File: config.mk
export PLATFORM = sky130hd
export DESIGN_NAME = clpolydiv
export DESIGN_NICKNAME = d
export VERILOG_FILES = /design/src/rtl/clpolydiv.sv
export SDC_FILE = /design/constraint.sdc
export NUM_CORES = 1
export LEC_CHECK = 0
export ABC_AREA = 1
export BUFFER_PORTS_ARGS = -buffer_cell sky130_fd_sc_hd__buf_2
export CORE_ASPECT_RATIO = 2
export CORE_MARGIN = 3
export CORE_UTILIZATION = 48
export CTS_CLUSTER_SIZE = 25
export DETAILED_ROUTE_END_ITERATION = 8
export GPL_ROUTABILITY_DRIVEN = 0
export PLACE_DENSITY = 0.68
export SLEW_MARGIN = 20
export SYNTH_ARGS = -nofsm -noshare
export SYNTH_HDL_FRONTEND = slang
export SYNTH_SLANG_ARGS = --single-unit
File: constraint.sdc
create_clock -name clk -period 5.48 [get_ports clk]
set_clock_uncertainty 0.15 [all_clocks]
set_input_delay 0.274 -clock clk [delete_from_list [all_inputs] [get_ports clk]]
set_output_delay 0.274 -clock clk [all_outputs]
set_load 0.02 [all_outputs]
File: src/rtl/clpolydiv.sv
// -----------------------------------------------------------------------------
// clpolydiv -- sequential carry-less (GF(2) polynomial) divider.
//
// For dividend A and divisor B the block produces Q and R such that
// clmul(Q, B) ^ R == A and deg(R) < deg(B). One quotient bit is retired per
// clock, MSB first, so a division takes WIDTH cycles after acceptance.
//
// Ports:
//   clk      in   clock, rising edge
//   resetn   in   asynchronous active-low reset
//   Start    in   request, sampled only in IDLE or DONE
//   Flush    in   abort to IDLE, wins over Start
//   A        in   dividend, captured on the accepting edge
//   B        in   divisor, captured on the accepting edge
//   Busy     out  division in progress
//   Done     out  Q/R/DivZero valid
//   DivZero  out  captured divisor was zero (valid with Done)
//   Q        out  quotient
//   R        out  remainder
// -----------------------------------------------------------------------------
module clpolydiv #(
  parameter int WIDTH = 32
) (
  input  logic             clk,
  input  logic             resetn,
  input  logic             Start,
  input  logic             Flush,
  input  logic [WIDTH-1:0] A,
  input  logic [WIDTH-1:0] B,
  output logic             Busy,
  output logic             Done,
  output logic             DivZero,
  output logic [WIDTH-1:0] Q,
  output logic [WIDTH-1:0] R
);

  localparam int            CW       = $clog2(WIDTH);
  localparam logic [CW-1:0] CNT_LAST = CW'(WIDTH - 1);
  localparam logic [CW-1:0] CNT_ONE  = CW'(1);

  typedef enum logic [1:0] {
    S_IDLE = 2'd0,
    S_BUSY = 2'd1,
    S_DONE = 2'd2
  } state_t;

  // Index of the most-significant set bit; 0 when the vector is zero.
  function automatic logic [CW-1:0] msb_index(input logic [WIDTH-1:0] v);
    logic [CW-1:0] idx;
    idx = {CW{1'b0}};
    for (int i = 0; i < WIDTH; i++) begin
      if (v[i]) begin
        idx = CW'(i);
      end else begin
        idx = idx;
      end
    end
    return idx;
  endfunction

  state_t           state_q, state_d;
  logic [WIDTH-1:0] a_q, a_d;
  logic [WIDTH-1:0] b_q, b_d;
  logic [WIDTH-1:0] r_q, r_d;
  logic [WIDTH-1:0] qt_q, qt_d;
  logic [CW-1:0]    cnt_q, cnt_d;
  logic [CW-1:0]    deg_q, deg_d;
  logic             dz_q, dz_d;
  logic             busy_q, busy_d;
  logic             done_q, done_d;

  logic [WIDTH-1:0] t_s;
  logic             fire_s;
  logic             accept_s;

  // Next-state logic: flush, accept, one division step, or hold.
  always_comb begin
    // Remainder shifted left with the next dividend bit brought in. Because
    // deg(r_q) < deg_q before every step, this never needs an extra bit.
    t_s      = {r_q[WIDTH-2:0], a_q[WIDTH-1]};
    // A zero divisor never subtracts, so R accumulates A and Q stays zero.
    fire_s   = (b_q != {WIDTH{1'b0}}) && t_s[deg_q];
    accept_s = Start && !Flush && ((state_q == S_IDLE) || (state_q == S_DONE));

    state_d = state_q;
    a_d     = a_q;
    b_d     = b_q;
    r_d     = r_q;
    qt_d    = qt_q;
    cnt_d   = cnt_q;
    deg_d   = deg_q;
    dz_d    = dz_q;
    busy_d  = busy_q;
    done_d  = done_q;

    if (Flush) begin
      // Results are kept but marked invalid by Done dropping.
      state_d = S_IDLE;
      busy_d  = 1'b0;
      done_d  = 1'b0;
    end else if (accept_s) begin
      state_d = S_BUSY;
      a_d     = A;
      b_d     = B;
      deg_d   = msb_index(B);
      r_d     = {WIDTH{1'b0}};
      qt_d    = {WIDTH{1'b0}};
      cnt_d   = {CW{1'b0}};
      dz_d    = (B == {WIDTH{1'b0}});
      busy_d  = 1'b1;
      done_d  = 1'b0;
    end else if (state_q == S_BUSY) begin
      r_d   = fire_s ? (t_s ^ b_q) : t_s;
      qt_d  = {qt_q[WIDTH-2:0], fire_s};
      a_d   = {a_q[WIDTH-2:0], 1'b0};
      cnt_d = cnt_q + CNT_ONE;
      if (cnt_q == CNT_LAST) begin
        state_d = S_DONE;
        busy_d  = 1'b0;
        done_d  = 1'b1;
      end else begin
        state_d = S_BUSY;
        busy_d  = 1'b1;
        done_d  = 1'b0;
      end
    end else begin
      state_d = state_q;
    end
  end

  // State and datapath registers with asynchronous clear.
  always_ff @(posedge clk or negedge resetn) begin
    if (!resetn) begin
      state_q <= S_IDLE;
      a_q     <= {WIDTH{1'b0}};
      b_q     <= {WIDTH{1'b0}};
      r_q     <= {WIDTH{1'b0}};
      qt_q    <= {WIDTH{1'b0}};
      cnt_q   <= {CW{1'b0}};
      deg_q   <= {CW{1'b0}};
      dz_q    <= 1'b0;
      busy_q  <= 1'b0;
      done_q  <= 1'b0;
    end else begin
      state_q <= state_d;
      a_q     <= a_d;
      b_q     <= b_d;
      r_q     <= r_d;
      qt_q    <= qt_d;
      cnt_q   <= cnt_d;
      deg_q   <= deg_d;
      dz_q    <= dz_d;
      busy_q  <= busy_d;
      done_q  <= done_d;
    end
  end

  assign Busy    = busy_q;
  assign Done    = done_q;
  assign DivZero = dz_q;
  assign Q       = qt_q;
  assign R       = r_q;

endmodule
==> impl_metrics.csv, run 1 <==
group,metric,value,unit
die,die_area,15800,um2
timing,fin_crit_sh,57.2,%
timing,max_freq,319,MHz
critical_path,startpoint,"deg_q[0]",
routing,met2_length,10.8,mm
clock_network,path_clk_slew,70,ps
timing,tightest_slew,1030,ps
synth,synthMostInstantiatedCell,"nand2_1",
die,initial_core_util,49.0,%
synth,synth_edf_count,0,
critical_path,critPathLaunchType,"flip-flop",
routing,drc,0,
clock_network,cts_resized,0,
timing,grt_setup_unrepaired,"false",
synth,synth.top_cells.by_area,"dfrtp_1, nand2_1, inv_1, o32ai_2, nor2_1",
critical_path,arrival,3290,ps
critical_path,cpPeakStageDelay,780,ps
global_routing,antenna_found_initial,1,
synth,syn_area,6840,um2
status,failed_checks,"negative hold slack",
routing,dr.first_iter.drc_count,305,
cells_and_area,drive_gt1_share,21.3,%
critical_path,r2r-start,"deg_q[0]",
synth,synth_nets,878,
synth,syn_area_per_cell,8.47,um2
die,die_w,90.4,um
synth,synthDistinctLibCells,34,
routing,top_layer,"met4",
critical_path,cp_common_cell,"a21oi_1",
run,drv_cap,0,
critical_path,r2r_setup_slack,2350,ps
routing,wl_met1,6.98,mm
die,core_area,14000,um2
power_and_ir_drop,leakagePower,4.15,nW
global_routing,gr-total-overflow,0,
synth,async_flop_share,100,%
timing,setup_violations,0,
critical_path,rr_worst_depth,10,
synth,synth_area_leader_cell,"dfrtp_1",
timing,max-slew-margin-rel,31.2,%
critical_path,cp.required,5640,ps
placement,port_buffers,134,
synth,ys.flop_type,"dfrtp_1",
cells_and_area,final_area,8640,um2
die,fp-row-count,61,
die,pin_count,135,
status,status,"finished with violations",
routing,vias,6344,
timing,maxSlewViolCount,0,
critical_path,cp-end-kind,"flip-flop",
clock_network,cts_setup_buffers,0,
routing,antenna_left,0,
critical_path,slowest_stage,"inv_2",
routing,routed_via_density,5.43,
timing,finalCriticalPeriod,3130,ps
clock_network,clkLatencyLatePin,420,ps
placement,place_area,7620,um2
clock_network,cts-root-buf,"clkbuf_16",
die,die-height,175,um
critical_path,path_max_fanout,58,
clock_network,clock_path_buffers,2,
min_path,hold_path_class,"input port to flip-flop",
routing,route.met3.wl,749,um
cells_and_area,area_growth,26.4,%
clock_network,cts.sinks,141,
clock_network,cts_buffers,17,
cells_and_area,nNetsFinal,1035,
timing,setup_tns,0,ps
critical_path,critical_path_class,"flip-flop to flip-flop",
critical_path,crit_end,"R[1]",
critical_path,rr_endpoint,"R[1]",
routing,firstDrtPassIters,5,
critical_path,worstPathCellList,"inv_4 > o21ai_0 > a21oi_1 > o21ai_1 > nand3_1 > a31oi_1 > nand2_2 > inv_2 > a21oi_1 > o32ai_1",
routing,wl_per_cell,16.6,um
timing,hold_viol,1,
routing,wirelength,19.4,mm
global_routing,grt_pass1_vias,6581,
clock_network,h-tree-depth,4,
synth,synth_top_area_share,51.6,%
synth,yosys_warnings,0,
timing,hold_ws,-7.21,ps
global_routing,grtUsageTotal,25.5,%
global_routing,grt_max_degree,108,
clock_network,cts_tree,"built",
synth,synth_seq_cells,141,
synth,synth_commonest_cells,"nand2_1, dfrtp_1, inv_1",
power_and_ir_drop,pwr_density_cell,500,nW/um2
global_routing,grt_pass1_wl,32.1,mm
power_and_ir_drop,irDropWorstVdd,0.000250,V
synth,synthCells,808,
placement,detailed_place_hpwl,13.2,mm
synth,ys_seq_area_share,51.6,%
routing by layer:
metal / vias to the layer above / global-route usage, %
met1: 3052 / 27.2
met2: 199 / 47.0
li1: 3032 / -
met4: 0 / 13.9
met5: - / 0
met3: 61 / 4.35
where the power goes:
group          switching [W]  total (W)  internal (W)
Combinational       0.000953    0.00148      0.000525
Sequential          0.000314    0.00168       0.00137
Clock               0.000513    0.00116      0.000650
Total                0.00178    0.00432       0.00254
through the flow:
stage / std cells / util (%) / hold slack (ps) / power, W / setup WS, ps
CTS: 1167 / 61.9 / 0.379 / 0.00434 / 2390
finish: 1168 / 61.9 / -7.21 / 0.00432 / 2350
floorplan: 808 / - / -172 / 0.00273 / 3340
detailed placement: 1092 / 54.6 / 266 / 0.00315 / 2430
global route: 1168 / 61.9 / 8.91 / 0.00461 / 2080
global placement: 1092 / 54.6 / 271 / 0.00311 / 2520
sequential cells by signal (all words and copies together) (netlist names):
| name | cells |
|---|---|
| DivZero | 1 |
| b_q | 32 |
| cnt_q | 5 |
| a_q | 32 |
| R | 32 |
| Q | 32 |
| deg_q | 5 |
| state_q | 2 |
cell families (layout without fill, tap and decap cells):
family                     after synthesis  in the layout  share of synthesized area, %
DFF                                    141            141                          51.6
other                                    0              1                             0
and+or+nand+nor                        287            287                          16.9
adders and majority gates                2              2                         0.366
buffers and inverters                  162            332                          9.56
AOI/OAI and AO/OA                      215            215                          21.5
muxes                                    1              1                         0.146
worst max-delay path: cells and delay by family, from the launching register on:
| family | cells | cell delay [ps] |
|---|---|---|
| DFF | 1 | 520 |
| AOI/OAI and AO/OA | 6 | 1140 |
| buffers and inverters | 2 | 950 |
| and+or+nand+nor | 2 | 260 |
placed cells by master (no fill, tap or decap), drive strengths merged, types with 2 or more instances in the layout:
master	count
nand2	173
dfrtp	141
buf	140
inv	127
nor2	68
o21ai	64
a21oi	52
dlygate4sd3	43
o22ai	33
o32ai	31
a31oi	29
nand3	21
clkbuf	17
nor4	11
nor3	11
clkinv	3
nand4	2
a22oi	2
ha	2
final cells by class:
class / instances / area [um2]
fill: 1292 / 5320
sequential: 141 / 3530
multi-input combinational: 505 / 2690
timing repair buffer: 183 / 1150
inverter: 117 / 442
clock buffer: 17 / 425
tap: 189 / 236
clock inverter: 15 / 166
antenna: 1 / 2.50
how the worst min path moves through the flow:
stage,from,cells past startpoint,slack (ps),end
global placement,resetn,1,270,b_q[13]
finish,B[0],3,-7,b_q[0]
floorplan,resetn,0,-170,DivZero
CTS,A[30],3,0.4,a_q[30]
detailed placement,resetn,1,270,b_q[15]
global route,A[30],3,9,a_q[30]
repair_timing:
item | CTS | global route
setup endpoints to repair | 0 | 0
hold buffers | 43 | 0
hold endpoints to repair | 134 | 0
No activity file was read; power rests on OpenSTA's default activity.
==> run 2, diff against run 1 <==
- clock period: 5.48 -> 3.1 ns (I/O delays scaled with it)
==> run 2 against run 1 <==
The run now ends clean. Wire length rose by 0.65%. Largest power group unchanged. Total power is 77% higher. Maximum frequency is 15% higher. Non-clock buffer count is 26 higher. Setup slack worse by 2000 ps. Count of clock-buffer cells in the layout unchanged. Global-route usage grew 0.18 points. Clock power increased by 74%. First-iteration DRC count up 12%. Critical endpoint is now R[22].
==> impl_metrics.csv, run 2 (synthesis gave the netlist of run 1 again) <==
group,metric,value,unit
clock_network,cts_resized,0,
placement,port_buffers,134,
critical_path,critical_path_class,"flip-flop to flip-flop",
cells_and_area,mostFrequentLayoutCells,"nand2_1, dfrtp_1, buf_2, inv_1, nor2_1",
power_and_ir_drop,leakagePower,4.27,nW
critical_path,path_max_fanout,43,
clock_network,path_clk_slew,60,ps
power_and_ir_drop,intPower,0.00455,W
timing,hold_viol,0,
cells_and_area,nNetsFinal,1061,
critical_path,r2r-start,"deg_q[0]",
cells_and_area,drive_gt1_share,21.1,%
global_routing,gr-total-overflow,0,
clock_network,cts_setup_buffers,0,
routing,dr.first_iter.drc_count,341,
power_and_ir_drop,irDropWorstVdd,0.000543,V
cells_and_area,mostFrequentLayoutCell,"nand2_1",
global_routing,grt_pass1_wl,32.3,mm
placement,detailed_place_hpwl,13.3,mm
routing,top_layer,"met4",
critical_path,rr_worst_depth,12,
cells_and_area,diodes,0,
routing,wirelength,19.5,mm
power_and_ir_drop,p_clk_share,26.3,%
clock_network,clkLatencyLatePin,420,ps
timing,max-slew-margin-rel,46.3,%
timing,max_freq,368,MHz
routing,vias,6364,
critical_path,r2r_setup_slack,390,ps
power_and_ir_drop,pwr_density_cell,861,nW/um2
critical_path,arrival,2840,ps
die,initial_core_util,49.0,%
min_path,worstHoldStart,"Flush",
timing,grt_setup_unrepaired,"false",
power_and_ir_drop,fin_total_pwr,0.00767,W
clock_network,clock_path_buffers,2,
critical_path,critPathLaunchType,"flip-flop",
die,die_w,90.4,um
timing,finalCriticalPeriod,2710,ps
power_and_ir_drop,seqPwrFrac,38.6,%
power_and_ir_drop,p_sw,0.00312,W
routing,routed_via_density,5.33,
min_path,hold_path_class,"input port to flip-flop",
clock_network,cts_buffers,17,
die,die-height,175,um
clock_network,h-tree-depth,4,
routing,wl_met1,7.07,mm
routing,firstDrtPassIters,5,
routing,met2_length,10.8,mm
status,status,"finished clean",
timing,maxSlewViolCount,0,
power_and_ir_drop,swShare,40.7,%
timing,tightest_slew,798,ps
cells_and_area,ff_latch_area,3530,um2
die,pin_count,135,
power_and_ir_drop,p_comb_share,35.1,%
global_routing,grtUsageTotal,25.6,%
timing,setup_tns,0,ps
global_routing,antenna_found_initial,0,
timing,setup_violations,0,
global_routing,grt_max_degree,94,
die,fp-row-count,61,
clock_network,cts_tree,"built",
critical_path,cp-end-kind,"flip-flop",
routing,drc,0,
routing,wl_per_cell,16.3,um
cells_and_area,area_growth,30.3,%
routing,antenna_left,0,
timing,fin_crit_sh,87.6,%
die,core_area,14000,um2
cells_and_area,multi_input_area,2690,um2
run,drv_cap,0,
critical_path,rr_endpoint,"R[22]",
routing,route.met3.wl,748,um
cells_and_area,n_fill_cell,1280,
clock_network,cts-root-buf,"clkbuf_16",
die,die_area,15800,um2
min_path,hold_end,"state_q[1]",
global_routing,grt_pass1_vias,6667,
clock_network,cts.sinks,141,
min_path,hold_depth,4,
critical_path,cp.required,3220,ps
## run 2: changes by cell type in the layout (fill, tap and decap cells not counted)
cell / before / now
clkinv_4: 1 / 0
inv_6: 8 / 7
clkinv_2: 0 / 2
buf_12: 0 / 3
diode_2: 1 / 0
dlygate4sd3_1: 43 / 65
buf_4: 6 / 7
clkinv_8: 1 / 0
clkinvlp_4: 1 / 2
## run 2: worst max path at each step
stage / from / end / cells past startpoint
floorplan: deg_q[0] / R[16] / 13
global placement: deg_q[0] / R[20] / 12
detailed placement: deg_q[0] / R[15] / 12
CTS: deg_q[0] / R[22] / 12
global route: deg_q[0] / R[22] / 12
finish: deg_q[0] / R[22] / 12
## run 2: power by group through the flow
| stage | logic [W] | registers [W] | clock network [W] |
|---|---|---|---|
| global route | 0.00300 | 0.00305 | 0.00213 |
| CTS | 0.00270 | 0.00296 | 0.00205 |
| floorplan | 0.00178 | 0.00304 | 0 |
| global placement | 0.00258 | 0.00298 | 0 |
| finish | 0.00269 | 0.00296 | 0.00202 |
| detailed placement | 0.00263 | 0.00299 | 0 |
## run 2: routing by layer
| metal | GRT usage [%] | up-vias |
|---|---|---|
| li1 | - | 3084 |
| met1 | 27.1 | 3050 |
| met2 | 48.1 | 180 |
| met3 | 4.44 | 50 |
| met4 | 13.0 | 0 |
| met5 | 0 | - |
## run 2: worst max-delay path: stages (launching register included)
cell     delay (ps)
dfrtp_1         520
inv_4           170
o21ai_0         210
a21oi_1          60
o21ai_1         130
nand3_1          80
a31oi_1         200
nand2_2         170
inv_2           260
buf_12          260
nand2_1          70
nor2_1          140
o32ai_2         110
## run 2: timing repair
| action | in CTS | in global routing |
|---|---|---|
| hold buffers | 65 | 0 |
| hold endpoints to repair | 115 | 0 |
| endpoints found under the setup margin | 0 | 0 |
## run 2: stage by stage
stage / cell area, um2 / cells / worst slack (ps) / util [%] / hold WS (ps)
finish: 8910 / 1193 / 386 / 63.8 / 59.7
global route: 8910 / 1193 / 97.9 / 63.8 / 65.4
CTS: 8910 / 1193 / 389 / 63.8 / 47.8
detailed placement: 7690 / 1096 / 438 / 55.0 / -19.8
global placement: 7690 / 1096 / 551 / 55.0 / -17.0
floorplan: 6840 / 808 / 959 / - / -291
## run 2: final cells by class
class / count / share of cell area [%]
multi-input cells: 505 / 30.2
flip-flops and latches: 141 / 39.6
inverters: 117 / 4.96
clock inverters: 15 / 1.68
clock buffers: 17 / 4.77
repair buffers: 209 / 16.2
well taps: 189 / 2.65
